**src/rtl/a2d_pkg.sv**
```systemverilog
`default_nettype none
// ============================================================================
//  Module      : a2d_pkg
//  Description : Shared constants for the load-cell A2D path.
//                - ADC channel numbers for the four sensed quantities.
//                - Top-level sequencer state encoding.
//                - SCLK divider preset and compare points, derived from the
//                  divider width.
//                - Round-robin index to channel mapping.
//  Revision    : 1.0  initial release
// ============================================================================
package a2d_pkg;

    localparam logic [2:0] CH_LFT   = 3'd0;
    localparam logic [2:0] CH_RGHT  = 3'd4;
    localparam logic [2:0] CH_STEER = 3'd5;
    localparam logic [2:0] CH_BATT  = 3'd6;

    typedef enum logic [1:0] {
        IDLE = 2'b00,
        CNV  = 2'b01,
        DEAD = 2'b10,
        READ = 2'b11
    } a2d_state_e;

    // Preset gives a short front porch: SCLK is high for the top quarter of
    // the divider range minus one count before the first fall
    // (5'b10111 at w = 5).
    function automatic int unsigned div_preset(input int unsigned w);
        return (1 << w) - (1 << (w - 2)) - 1;
    endfunction

    // One clock before SCLK rises (5'b01111 at w = 5).
    function automatic int unsigned div_sample(input int unsigned w);
        return (1 << (w - 1)) - 1;
    endfunction

    // One clock before SCLK falls (5'b11111 at w = 5).
    function automatic int unsigned div_shift(input int unsigned w);
        return (1 << w) - 1;
    endfunction

    function automatic logic [2:0] rr_channel(input logic [1:0] idx);
        case (idx)
            2'd0:    return CH_LFT;
            2'd1:    return CH_RGHT;
            2'd2:    return CH_STEER;
            default: return CH_BATT;
        endcase
    endfunction

endpackage
`default_nettype wire

```
**src/rtl/a2d_intf_if.sv**
```systemverilog
`default_nettype none
// ============================================================================
//  Module      : a2d_intf_if
//  Description : Four-wire SPI bus between the A2D interface and the ADC.
//                - SS_n : slave select, active low
//                - SCLK : serial clock, idles high
//                - MOSI : data to the ADC
//                - MISO : data from the ADC
//                The master modport is the controller side and the slave
//                modport is the ADC side.
//  Revision    : 1.0  initial release
// ============================================================================
interface a2d_intf_if;
    logic SS_n;
    logic SCLK;
    logic MOSI;
    logic MISO;

    modport master (output SS_n, output SCLK, output MOSI, input MISO);
    modport slave  (input SS_n, input SCLK, input MOSI, output MISO);
endinterface
`default_nettype wire

```
**src/rtl/spi_mnrch.sv**
```systemverilog
`default_nettype none
// ============================================================================
//  Module      : spi_mnrch
//  Description : 16-bit SPI master (mode 3: SCLK idles high). A wrt pulse
//                starts one transaction and done pulses one clock when it
//                completes.
//  Ports       : clk, rst_n     - clock, asynchronous active-low reset
//                wrt, cmd[15:0] - start strobe and word to transmit
//                done           - one-clock completion pulse
//                rd_data[15:0]  - word received, valid from done onward
//                SS_n, SCLK, MOSI, MISO - SPI pins
//  Revision    : 1.0  initial release
// ============================================================================
module spi_mnrch
    import a2d_pkg::*;
#(
    parameter int CLK_DIV_W = 5
) (
    input  logic        clk,
    input  logic        rst_n,
    input  logic        wrt,
    input  logic [15:0] cmd,
    output logic        done,
    output logic [15:0] rd_data,
    output logic        SS_n,
    output logic        SCLK,
    output logic        MOSI,
    input  logic        MISO
);

    localparam logic [CLK_DIV_W-1:0] C_PRESET = CLK_DIV_W'(div_preset(CLK_DIV_W));
    localparam logic [CLK_DIV_W-1:0] C_SAMPLE = CLK_DIV_W'(div_sample(CLK_DIV_W));
    localparam logic [CLK_DIV_W-1:0] C_SHIFT  = CLK_DIV_W'(div_shift(CLK_DIV_W));

    logic [CLK_DIV_W-1:0] r_div;
    logic [15:0]          r_shft;
    logic [4:0]           r_fall_cnt;
    logic                 r_miso;
    logic                 r_ss_n;
    logic                 r_done;

    logic w_fall;
    logic w_smpl;
    logic w_last;

    assign w_fall = ~r_ss_n && (r_div == C_SHIFT);
    assign w_smpl = ~r_ss_n && (r_div == C_SAMPLE);
    // The 17th fall point: sixteen bits have been sampled; it carries the
    // final shift and parks SCLK instead of actually falling.
    assign w_last = w_fall && (r_fall_cnt == 5'd16);

    always_ff @(posedge clk or negedge rst_n) begin
        if (!rst_n) begin
            r_ss_n     <= 1'b1;
            r_div      <= C_PRESET;
            r_shft     <= '0;
            r_fall_cnt <= '0;
            r_miso     <= 1'b0;
            r_done     <= 1'b0;
        end else begin
            r_done <= 1'b0;
            if (wrt && r_ss_n) begin
                r_ss_n     <= 1'b0;
                r_div      <= C_PRESET;
                r_shft     <= cmd;
                r_fall_cnt <= '0;
            end else if (!r_ss_n) begin
                // Reloading the preset parks SCLK high between transactions.
                r_div <= w_last ? C_PRESET : r_div + 1'b1;
                if (w_smpl) begin
                    r_miso <= MISO;
                end
                if (w_fall) begin
                    r_fall_cnt <= r_fall_cnt + 5'd1;
                    // The first fall only ends the front porch; MOSI bit 15
                    // must stay up for the first rising edge.
                    if (r_fall_cnt != 5'd0) begin
                        r_shft <= {r_shft[14:0], r_miso};
                    end
                end
                if (w_last) begin
                    r_ss_n <= 1'b1;
                    r_done <= 1'b1;
                end
            end
        end
    end

    assign SS_n    = r_ss_n;
    assign SCLK    = r_div[CLK_DIV_W-1];
    assign MOSI    = r_shft[15];
    assign done    = r_done;
    assign rd_data = r_shft;

endmodule
`default_nettype wire

```
**src/rtl/a2d_intf.sv**
```systemverilog
`default_nettype none
// ============================================================================
//  Module      : a2d_intf
//  Description : Round-robin sampler for the 8-channel 12-bit ADC. Each nxt
//                pulse in IDLE runs one conversion as two SPI transactions:
//                a channel select, then a result readback. Channels are
//                visited in the order 0, 4, 5, 6.
//  Ports       : clk, rst_n   - clock, asynchronous active-low reset
//                nxt          - start a conversion (ignored unless idle)
//                lft_ld       - channel 0 result
//                rght_ld      - channel 4 result
//                steer_pot    - channel 5 result
//                batt         - channel 6 result
//                spi          - SPI bus to the ADC (master side)
//  Revision    : 1.0  initial release
// ============================================================================
module a2d_intf
    import a2d_pkg::*;
#(
    parameter int CLK_DIV_W = 5
) (
    input  logic           clk,
    input  logic           rst_n,
    input  logic           nxt,
    output logic [11:0]    lft_ld,
    output logic [11:0]    rght_ld,
    output logic [11:0]    steer_pot,
    output logic [11:0]    batt,
    a2d_intf_if.master     spi
);

    a2d_state_e  r_state;
    a2d_state_e  w_nxt_state;
    logic [1:0]  r_idx;
    logic [11:0] r_lft;
    logic [11:0] r_rght;
    logic [11:0] r_steer;
    logic [11:0] r_batt;

    logic        w_wrt;
    logic [15:0] w_cmd;
    logic        w_load;
    logic        w_done;
    logic [15:0] w_rd_data;
    // The ADC's top nibble carries no result bits and is dropped.
    logic [3:0]  w_unused_rd_hi;

    assign w_unused_rd_hi = w_rd_data[15:12];

    spi_mnrch #(
        .CLK_DIV_W (CLK_DIV_W)
    ) u_spi (
        .clk     (clk),
        .rst_n   (rst_n),
        .wrt     (w_wrt),
        .cmd     (w_cmd),
        .done    (w_done),
        .rd_data (w_rd_data),
        .SS_n    (spi.SS_n),
        .SCLK    (spi.SCLK),
        .MOSI    (spi.MOSI),
        .MISO    (spi.MISO)
    );

    always_ff @(posedge clk or negedge rst_n) begin
        if (!rst_n) begin
            r_state <= IDLE;
        end else begin
            r_state <= w_nxt_state;
        end
    end

    always_comb begin
        w_nxt_state = r_state;
        w_wrt       = 1'b0;
        w_cmd       = 16'h0000;
        w_load      = 1'b0;
        case (r_state)
            IDLE: begin
                if (nxt) begin
                    w_wrt       = 1'b1;
                    w_cmd       = {2'b00, rr_channel(r_idx), 11'h000};
                    w_nxt_state = CNV;
                end
            end
            CNV: begin
                if (w_done) begin
                    w_nxt_state = DEAD;
                end
            end
            DEAD: begin
                // The engine raised SS_n on done, so it is high for this
                // whole clock before the readback starts.
                w_wrt       = 1'b1;
                w_nxt_state = READ;
            end
            READ: begin
                if (w_done) begin
                    w_load      = 1'b1;
                    w_nxt_state = IDLE;
                end
            end
            default: w_nxt_state = IDLE;
        endcase
    end

    always_ff @(posedge clk or negedge rst_n) begin
        if (!rst_n) begin
            r_idx   <= 2'd0;
            r_lft   <= 12'h000;
            r_rght  <= 12'h000;
            r_steer <= 12'h000;
            r_batt  <= 12'h000;
        end else if (w_load) begin
            r_idx <= r_idx + 2'd1;
            case (r_idx)
                2'd0:    r_lft   <= w_rd_data[11:0];
                2'd1:    r_rght  <= w_rd_data[11:0];
                2'd2:    r_steer <= w_rd_data[11:0];
                default: r_batt  <= w_rd_data[11:0];
            endcase
        end
    end

    assign lft_ld    = r_lft;
    assign rght_ld   = r_rght;
    assign steer_pot = r_steer;
    assign batt      = r_batt;

endmodule
`default_nettype wire
```
**src/flat_wrapper.sv**
```systemverilog
// flat-port wrapper written by rule: the top's interface ports become plain ports
module a2d_intf_flat import a2d_pkg::*;
#(
    parameter int CLK_DIV_W = 5
)
  (clk, rst_n, nxt, lft_ld, rght_ld, steer_pot, batt, spi_SS_n, spi_SCLK, spi_MOSI, spi_MISO);
  a2d_intf_if spi_i ();
  input  logic clk;
  input  logic rst_n;
  input  logic nxt;
  output logic [11:0] lft_ld;
  output logic [11:0] rght_ld;
  output logic [11:0] steer_pot;
  output logic [11:0] batt;
  output wire logic [$bits(spi_i.SS_n)-1:0] spi_SS_n;
  output wire logic [$bits(spi_i.SCLK)-1:0] spi_SCLK;
  output wire logic [$bits(spi_i.MOSI)-1:0] spi_MOSI;
  input wire logic [$bits(spi_i.MISO)-1:0] spi_MISO;
  assign spi_SS_n = spi_i.SS_n;
  assign spi_SCLK = spi_i.SCLK;
  assign spi_MOSI = spi_i.MOSI;
  assign spi_i.MISO = spi_MISO;
  a2d_intf #(.CLK_DIV_W(CLK_DIV_W)) u_core (.clk(clk), .rst_n(rst_n), .nxt(nxt), .lft_ld(lft_ld), .rght_ld(rght_ld), .steer_pot(steer_pot), .batt(batt), .spi(spi_i));
endmodule
```
**config.mk**
```make
export PLATFORM = sky130hd
export DESIGN_NAME = a2d_intf_flat
export DESIGN_NICKNAME = d
export VERILOG_FILES = /design/src/rtl/a2d_pkg.sv /design/src/rtl/a2d_intf_if.sv /design/src/rtl/spi_mnrch.sv /design/src/rtl/a2d_intf.sv /design/src/flat_wrapper.sv
export SDC_FILE = /design/constraint.sdc
export NUM_CORES = 1
export LEC_CHECK = 0
export BUFFER_PORTS_ARGS = -buffer_cell sky130_fd_sc_hd__buf_2
export CAP_MARGIN = 20
export CORE_UTILIZATION = 60
export DETAILED_ROUTE_END_ITERATION = 10
export GPL_TIMING_DRIVEN = 0
export HOLD_SLACK_MARGIN = 0.05
export PLACE_DENSITY_LB_ADDON = 0.12
export SLEW_MARGIN = 5
export SYNTH_ARGS = -nofsm -noshare
export SYNTH_HDL_FRONTEND = slang
export SYNTH_SLANG_ARGS = --single-unit
```
**constraint.sdc**
```tcl
create_clock -name clk -period 4.1 [get_ports clk]
set_input_delay 0.82 -clock clk [delete_from_list [all_inputs] [get_ports clk]]
set_output_delay 0.82 -clock clk [all_outputs]
set_load 0.05 [all_outputs]
```
==> key figures, run 1 <==
Route
  • Wire length per cell after detailed routing: approximately 16 um
  • Post-route DRC: 0
  • Number of vias after detailed routing: 2,200
  • 1st-pass router iterations: 6
  • WL final: 6254 um
  • Number of design-rule violations left by the first detailed-router iteration: ~110
  • Vias per Instance: around 5.6
  • Count of nets left with antenna violations after detail routing: 0

Finish
  • Number of standard cells in the final layout excluding fillers: 390
  • Layout cells sized above 1: between 40% and 50%
  • Post-synthesis to final-layout area growth: 16.29%
  • Antenna fix cells: 0
  • Final #Nets: between 300 and 400

Worst hold path
  • Kind of path behind the tightest hold check: in -> async

Clock network
  • Cts hold-fix bufs: 0
  • Number of sinks on the clock net: just over 80
  • Max clock buf depth: 2
  • Resize count post-CTS: 0
  • Clock transition at the registers of the reported paths: about 0.08 ns
  • Setup Buffers After CTS: 0
  • H-tree depth reported by CTS: 3
  • Clock tree from TritonCTS: yes
  • Clock insertion delay at the later pin of the skew report: ~0.34 ns
  • Root Buffer: sky130_fd_sc_hd__clkbuf_8
  • Inserted Clock Buffers: 9

Synth
  • Synth Area per Inst: ~14 um2
  • Cell area after synthesis: ~3400 um2
  • Number of flops mapped to enable cells by yosys: 0
  • Sequential element share of the synthesized area: between 50% and 60%
  • Post-synthesis async set-or-reset flop share: between 90% and 100%
  • Flip-flop cell with the highest count after synthesis: sky130_fd_sc_hd__dfrtp_1
  • YS warnings: 0
  • Most area-consuming cells after synthesis: sky130_fd_sc_hd__dfrtp_1 55%, sky130_fd_sc_hd__mux2_2 15%, sky130_fd_sc_hd__ha_1 5.1%, sky130_fd_sc_hd__dfstp_2 3.8%, sky130_fd_sc_hd__a22o_2 2.6%
  • Synthesized net count: around 270
  • Portion of synthesized cell area occupied by the leading cell type: about 55%
  • Cell count after synthesis: between 200 and 250
  • Yosys reg bits: between 80 and 90
  • Cell type contributing the most total cell area after synthesis: sky130_fd_sc_hd__dfrtp_1
  • Number of distinct standard cells referenced by the synthesized netlist: 38

Run
  • Reported max-cap violation count: 0

Timing
  • FMAX: between 0.4 and 0.5 GHz
  • Total of endpoints with negative setup slack in the final report: 0
  • Slew at the pin closest to its max-slew limit: about 0.44 ns
  • Fin Setup TNS: 0 ns
  • Unrepaired setup endpoints after global routing: false
  • Time the worst path needs with I/O delays and setup: 2.181 ns
  • Final worst clock skew: between 0.007 and 0.008 ns
  • Worst rel slew slack: 70.47%
  • Count of endpoints failing hold in the final timing report: 0
  • Max Transition Viols Final: 0
  • Period utilization: between 50 and 60%
  • Setup slack after layout: roughly 1.9 ns

Critical path
  • Reg-to-Reg Start: u_core.u_spi.r_div[0]
  • Signal arrival time at the worst endpoint: roughly 2.4 ns
  • Endpoint required time on the critical path: between 4 and 5 ns
  • Crit path from: u_core.u_spi.r_div[0]
  • Setup slack of the worst register-to-register path: 1.92 ns
  • Critical path endpoint: u_core.u_spi.rd_data[12]
  • Type of the worst setup path: reg -> reg
  • Nature of the critical path endpoint: flip-flop
  • Worst-case reg-to-reg path depth: 6
  • Worst Path Max Fanout: 8
  • Crit start category: flip-flop
  • Endpoint of the most critical register-to-register path: u_core.u_spi.rd_data[12]

Placement
  • Number of instances in the placed design: 375
  • Last weighted congestion value of the routability-driven placer: 0.8395
  • Worst setup timing slack at the placement stage: roughly 1.9 ns
  • Half-perimeter wire length after placement: roughly 4400 um
  • Port buffer count: 54

Power
  • Largest voltage drop on the vdd net: 0.1991 mV
  • Fraction of power spent switching nets: 22.09%
  • Power density normalized to cell area: ~330 nW/um2
  • Reported leakage power: around 2.1 nW
  • Clock power frac: between 30% and 40%
  • Comb power frac: roughly 1.6%
  • Power dissipated by switching net loads: about 0.29 mW
  • Fraction of power consumed by sequential logic: about three fifths
  • Cell-internal power: just over 1 mW

Global routing
  • Number of antenna violations at the first check in global routing: 0
  • Maximum number of pins on one net before global-route repair: 62
  • Total grt overflow: 0
  • Total global routing track utilization: between 20% and 30%
  • Via count of the first global-routing pass: roughly 2,200
  • Wire length of the first global-routing pass: 10,490 um

Run status
  • Run status: finished clean

Die
  • Initial Util: between 60% and 70%
  • Die height: roughly 78 um
  • Floorplan row count: 27
  • I/O pin count: 55
  • Die boundary width: slightly below 80 um
  • Std-Cell Core Area: 5507 um2
  • Die area: about 6000 um2
layout by cell type, fill, tap and decap left out, drive strengths merged, types with 2 or more instances in the layout:
cell type  instances
a211oi             2
mux2              46
nor2               6
xnor2              2
a21oi              4
a21boi             2
nand3              6
or3                2
a221o              2
nand2             15
clkinv             3
nor2b              2
o21ai             10
dfstp              5
a22oi              3
nand2b             2
clkbuf            10
a22o              14
ha                14
nor3               2
dfrtp             76
buf               62
inv               12
a2bb2oi            2
a31o               2
per-stage QoR:
| stage | hold WS (ns) | util, % | area (um2) | total power, mW |
|---|---|---|---|---|
| after CTS | 0.3563 | 72.51 | 3993 | 1.342 |
| final | 0.3581 | 72.51 | 3993 | 1.330 |
| after global placement | 0.4698 | 68.89 | 3794 | 0.8350 |
| after detailed placement | 0.4849 | 69.44 | 3824 | 0.8390 |
| after global routing | 0.3655 | 72.51 | 3993 | 1.380 |
| after floorplan | 0.4662 | - | 3433 | 0.8173 |
cells in the mapped netlist (2+ instances only):
master,number
sky130_fd_sc_hd__inv_1,11
sky130_fd_sc_hd__or3_1,2
sky130_fd_sc_hd__a22oi_1,3
sky130_fd_sc_hd__nand3_1,6
sky130_fd_sc_hd__xnor2_1,2
sky130_fd_sc_hd__nand2_1,15
sky130_fd_sc_hd__o21ai_0,10
sky130_fd_sc_hd__a211oi_1,2
sky130_fd_sc_hd__buf_2,5
sky130_fd_sc_hd__nor2b_1,2
sky130_fd_sc_hd__nor2_1,5
sky130_fd_sc_hd__mux2_2,46
sky130_fd_sc_hd__a21boi_0,2
sky130_fd_sc_hd__a22o_2,9
sky130_fd_sc_hd__dfrtp_1,76
sky130_fd_sc_hd__a31o_2,2
sky130_fd_sc_hd__a22o_1,5
sky130_fd_sc_hd__nand2b_1,2
sky130_fd_sc_hd__ha_1,14
sky130_fd_sc_hd__dfstp_2,5
sky130_fd_sc_hd__a21oi_1,4
sky130_fd_sc_hd__nor3_1,2
sky130_fd_sc_hd__buf_6,2
sky130_fd_sc_hd__a221o_2,2
routing by layer:
metal | GRT usage [%] | part of all wire [%] | wire length [um]
met1 | 31.06 | 46 | 2865
met2 | 36.11 | 50 | 3114
met3 | 3.529 | 2.6 | 162
met4 | 10.75 | 1.8 | 112
met5 | 0 | 0 | 0
logic make-up (layout without fill, tap and decap cells):
group,Yosys count,in the layout,share of synthesized area (%)
DFF,81,81,59.22
AOI/OAI and AO/OA,47,47,11.22
adders and majority gates,14,14,5.102
buffers and inverters,18,88,2.587
and+or+nand+nor,40,40,6.268
muxes,46,46,15.09
xor gates and xnor gates,2,2,0.5103
final cells by class:
cell class                      instances  area, um2
Sequential cell                        81       2033
Fill cell                             406       1514
Multi-Input combinational cell        149       1311
Timing Repair Buffer                   55      300.3
Clock buffer                           10      137.6
Tap cell                               72      90.09
Buffer                                  7      47.55
Inverter                               11      41.29
Clock inverter                          5      31.28
registers in the layout, indices dropped and copies added, names as in the netlist:
register                 count
u_core.u_spi.SS_n            1
u_core.batt                 12
u_core.u_spi.r_fall_cnt      5
u_core.u_spi.r_miso          1
u_core.r_idx                 2
u_core.u_spi.r_div           5
u_core.steer_pot            12
u_core.rght_ld              12
u_core.lft_ld               12
u_core.r_state               2
u_core.u_spi.done            1
u_core.u_spi.rd_data        16
power by group through the flow:
stage	Combinational (mW)	Sequential, mW	Clock (mW)
3_3_place_gp	0.0187	0.816	0
5_1_grt	0.0251	0.801	0.554
3_5_place_dp	0.0226	0.816	0
6_report	0.0213	0.801	0.508
2_1_floorplan	0.00130	0.816	0
4_1_cts	0.0227	0.801	0.519
worst max-delay path, stage by stage, from the launching register on:
cell	delay, ns
sky130_fd_sc_hd__dfstp_2	0.56
sky130_fd_sc_hd__ha_1	0.19
sky130_fd_sc_hd__and3_1	0.20
sky130_fd_sc_hd__ha_1	0.32
sky130_fd_sc_hd__nand2b_1	0.20
sky130_fd_sc_hd__a2bb2oi_4	0.21
sky130_fd_sc_hd__a221o_2	0.39
worst min path at each step:
stage / from / end / slack [ns] / cells after the start
detailed placement: u_core.lft_ld[11] / u_core.lft_ld[11] / 0.48 / 2
global placement: u_core.lft_ld[11] / u_core.lft_ld[11] / 0.47 / 2
global route: rst_n / u_core.rght_ld[10] / 0.37 / 1
finish: rst_n / u_core.batt[8] / 0.36 / 1
CTS: rst_n / u_core.steer_pot[8] / 0.36 / 1
floorplan: u_core.u_spi.rd_data[14] / u_core.u_spi.rd_data[14] / 0.47 / 1
Power figures use the tool's default switching activity.
==> inputs of run 2 (changes only) <==
--- a/config.mk
+++ b/config.mk
@@ -5,9 +5,10 @@
 export SDC_FILE = /design/constraint.sdc
 export NUM_CORES = 1
 export LEC_CHECK = 0
+export ABC_AREA = 1
 export BUFFER_PORTS_ARGS = -buffer_cell sky130_fd_sc_hd__buf_2
 export CAP_MARGIN = 20
-export CORE_UTILIZATION = 60
+export CORE_UTILIZATION = 51
 export DETAILED_ROUTE_END_ITERATION = 10
 export GPL_TIMING_DRIVEN = 0
 export HOLD_SLACK_MARGIN = 0.05
==> constraint.sdc (replaced) <==
create_clock -name clk -period 1.8 [get_ports clk]
set_input_delay 0.36 -clock clk [delete_from_list [all_inputs] [get_ports clk]]
set_output_delay 0.36 -clock clk [all_outputs]
set_load 0.05 [all_outputs]
==> run 2 against run 1 <==
Against the previous run: cell count is 38% higher; setup slack lost 1.8 ns; via count grew 23%.
==> key figures, run 2 <==
Critical path
  • Endpoint required time on the critical path: 2.04 ns (-2.29 ns)
  • Type of the worst setup path: reg -> reg
  • Worst-case reg-to-reg path depth: 10 (+4)
  • Peak per-stage delay on the critical path: 0.58 ns (+0.02 ns)
  • Endpoint of the most critical register-to-register path: u_core.u_spi.rd_data[11]
  • CP max stage cell: sky130_fd_sc_hd__dfstp_2
  • Nature of the critical path endpoint: flip-flop
  • List of cells traversed by the critical path: ha_4 -> nand2_1 -> nor2_2 -> ha_2 -> nand2_4 -> inv_8 -> nand2_8 -> clkbuf_16 -> nand3_2 -> nand3_2
  • Category of cells accounting for the largest share of critical-path delay: flip-flops
  • Reg-to-Reg Start: u_core.u_spi.r_div[1]
  • Setup slack of the worst register-to-register path: 0.07 ns (-1.84 ns)
  • Worst Path Max Fanout: 5 (-3)
  • Signal arrival time at the worst endpoint: 1.96 ns (-0.45 ns)
  • Number of buffers and inverters on the critical path: 2 (+2)
  • Crit start category: flip-flop
  • Worst path most repeated cell: sky130_fd_sc_hd__nand3_2

Finish
  • Post-synthesis to final-layout area growth: 19.80%
  • Fill cell count: 595 (+47%)
  • Antenna fix cells: 0 (unchanged)
  • Final #Nets: 457 (+38%)
  • Most common cell after layout, fill and taps aside: sky130_fd_sc_hd__nand2_1
  • Flip-flop count of the largest register after layout: 16 (unchanged)
  • Number of standard cells in the final layout excluding fillers: 540 (+38%)
  • Most used cells in the layout excluding fill and tap cells: 83 x sky130_fd_sc_hd__nand2_1, 76 x sky130_fd_sc_hd__dfrtp_1, 59 x sky130_fd_sc_hd__buf_2
  • Layout cells sized above 1: 30.86% (-15 points)

Synth
  • Yosys reg bits: 81 (unchanged)
  • Dominant cell by count in the synthesized netlist: sky130_fd_sc_hd__nand2_1
  • Flip-flop cell with the highest count after synthesis: sky130_fd_sc_hd__dfrtp_1
  • YS warnings: 0 (unchanged)
  • Post-synthesis async set-or-reset flop share: 100.0% (unchanged)
  • Cell area after synthesis: 3602 um2 (+4.9%)
  • Cell count after synthesis: 364 (+47%)
  • Cell type contributing the most total cell area after synthesis: sky130_fd_sc_hd__dfrtp_1
  • Commonest cells in the synthesized netlist: 83 x sky130_fd_sc_hd__nand2_1, 76 x sky130_fd_sc_hd__dfrtp_1, 56 x sky130_fd_sc_hd__o21ai_0
  • Synthesized net count: 382 (+44%)
  • Portion of synthesized cell area occupied by the leading cell type: 52.80% (-2.6 points)
  • Most area-consuming cells after synthesis: sky130_fd_sc_hd__dfrtp_1 53%, sky130_fd_sc_hd__nand2_1 8.6%, sky130_fd_sc_hd__o21ai_0 7.8%, sky130_fd_sc_hd__ha_1 4.9%, sky130_fd_sc_hd__inv_1 3.8%
  • Number of flops mapped to enable cells by yosys: 0 (unchanged)
  • Number of distinct standard cells referenced by the synthesized netlist: 33 (-13%)
  • Synth Area per Inst: 9.896 um2 (-29%)
  • Sequential element share of the synthesized area: 56.44% (-2.8 points)

Clock network
  • H-tree depth reported by CTS: 3 (unchanged)
  • Max clock buf depth: 2 (unchanged)
  • Number of sinks on the clock net: 81 (unchanged)
  • Inserted Clock Buffers: 9 (unchanged)
  • Root Buffer: sky130_fd_sc_hd__clkbuf_8
  • Clock insertion delay at the later pin of the skew report: 0.35 ns (about the same)
  • Clock transition at the registers of the reported paths: 0.09 ns (about the same)
  • Clock tree from TritonCTS: yes

Global routing
  • Via count of the first global-routing pass: 2,602 (+20%)
  • Wire length of the first global-routing pass: 12,340 um (+18%)
  • Global-route met1 utilization: 27.89% (-3.2 points)
  • Total global routing track utilization: 21.68% (-1.1 points)
  • Peak-usage layer in the global routing report: met2
  • Total grt overflow: 0 (unchanged)
  • Number of antenna violations at the first check in global routing: 0 (unchanged)
  • Maximum number of pins on one net before global-route repair: 64 (+3.2%)
  • Global-route track usage on met3: 3.465% (-0.065 points)
  • Global-route met2 utilization: 36.87% (+0.76 points)

Die
  • Die boundary width: 86.04 um (+11%)
  • Std-Cell Core Area: 6794 um2 (+23%)
  • Floorplan row count: 30 (+11%)
  • Die area: 7403 um2 (+23%)
  • Die height: 86.04 um (+11%)
  • I/O pin count: 55 (unchanged)
  • Initial Util: 53.02% (-9.3 points)

Power
  • Post-layout power: 5.155 mW (+290%)
  • Largest voltage drop on the vdd net: 0.8425 mV (+320%)
  • Reported leakage power: 2.233 nW (+4.7%)
  • Power density normalized to cell area: 1195 nW/um2 (+260%)

Route
  • Number of design-rule violations left by the first detailed-router iteration: 151 (+42%)
  • Vias per Instance: 4.993 (-11%)
  • Wire length per cell after detailed routing: 13.63 um (-15%)
  • 1st-pass router iterations: 4 (-2)
  • Number of vias after detailed routing: 2,696 (+23%)
  • WL final: 7361 um (+18%)
  • Post-route DRC: 0 (unchanged)
  • Count of nets left with antenna violations after detail routing: 0 (unchanged)

Placement
  • Port buffer count: 54 (unchanged)
  • Half-perimeter wire length after placement: 5219 um (+18%)
  • Last weighted congestion value of the routability-driven placer: 0.8061 (-4.0%)
  • Number of instances in the placed design: 515 (+37%)

Worst hold path
  • Kind of path behind the tightest hold check: in -> reg
  • Worst hold stages: 3
  • Worst Min Path Start: spi_MISO
  • Hold-critical path endpoint: u_core.u_spi.r_miso

Timing
  • Total of endpoints with negative setup slack in the final report: 0 (unchanged)
  • Count of endpoints failing hold in the final timing report: 0 (unchanged)
  • Slew at the pin closest to its max-slew limit: 0.3024 ns (-0.1384 ns)
  • Time the worst path needs with I/O delays and setup: 1.725 ns (-0.4560 ns)
  • WHS: 0.2695 ns (-0.08868 ns)
  • FMAX: 0.5796 GHz (+26%)
  • Final worst clock skew: 0.008965 ns (+0.001014 ns)
  • Worst rel slew slack: 79.84% (+9.4 points)
  • Period utilization: 95.85% (+43 points)
  • Max Transition Viols Final: 0 (unchanged)
  • Fin Setup TNS: 0 ns (unchanged)

Run
  • Reported max-cap violation count: 0 (unchanged)

Run status
  • Run status: finished clean
run 2: cell families (layout without fill, tap and decap cells):
kind of cell	after synthesis	count (layout)	share of synthesized area, %
simple gates	143	144	19.90
flops	81	81	56.44
compound gates	72	72	11.12
buf+inv	53	132	7.433
fa+ha+maj	14	14	4.863
xor+xnor	1	1	0.2432
run 2: power breakdown:
group          leakage, nW  total, mW  switching, mW  internal, mW
logic                 1.07       1.55          0.961         0.591
registers             1.08       2.38          0.238          2.15
clock network       0.0827       1.22          0.707         0.513
total                 2.23       5.15           1.91          3.25
run 2: per-layer routing:
layer	share of wire, %	wire length [um]	up-vias
li1	-	-	1329
met1	46	3376	1296
met2	49	3619	63
met3	3.8	283	8
met4	1.1	82	0
met5	0	0	-
run 2: worst min-delay path, delay by kind of cell:
family / cells / cell delay [ns]
AOI/OAI and AO/OA: 1 / 0.08
buffers and inverters: 2 / 0.14
run 2: worst max path at each step:
stage	start	to	cells past startpoint
6_report	u_core.u_spi.r_div[1]	u_core.u_spi.rd_data[11]	10
5_1_grt	u_core.u_spi.r_div[1]	u_core.u_spi.rd_data[11]	10
4_1_cts	u_core.u_spi.r_div[0]	u_core.u_spi.rd_data[13]	10
3_5_place_dp	u_core.u_spi.r_div[0]	u_core.u_spi.rd_data[13]	10
3_3_place_gp	rst_n	u_core.u_spi.r_fall_cnt[3]	1
2_1_floorplan	u_core.u_spi.r_div[0]	u_core.u_spi.rd_data[11]	10
run 2: area by class of cell:
| class | count | area, um2 | share of cell area, % |
|---|---|---|---|
| timing repair buffer | 63 | 380.4 | 8.814 |
| multi-input combinational | 231 | 1330 | 30.82 |
| clock buffer | 9 | 123.9 | 2.870 |
| clock inverter | 7 | 53.80 | 1.247 |
| tap | 96 | 120.1 | 2.783 |
| sequential | 81 | 2033 | 47.12 |
| buffer | 14 | 117.6 | 2.725 |
| inverter | 39 | 156.4 | 3.624 |
run 2: through the flow:
| step | cell area (um2) | setup slack (ns) | utilization, % |
|---|---|---|---|
| 2_1_floorplan | 3602 | 0.1247 | - |
| 3_3_place_gp | 3993 | -0.2354 | 58.77 |
| 3_5_place_dp | 4023 | -0.06909 | 59.21 |
| 4_1_cts | 4250 | 0.02621 | 62.56 |
| 5_1_grt | 4315 | -0.006169 | 63.52 |
| 6_report | 4315 | 0.07465 | 63.52 |
run 2: repair_timing:
action	CTS	global route
gates cloned	0	2
endpoints found under the hold margin	14	0
setup endpoints to repair	22	14
resized for setup	4	2
pin swaps	2	5
hold buffers	1	0
setup buffers	3	3
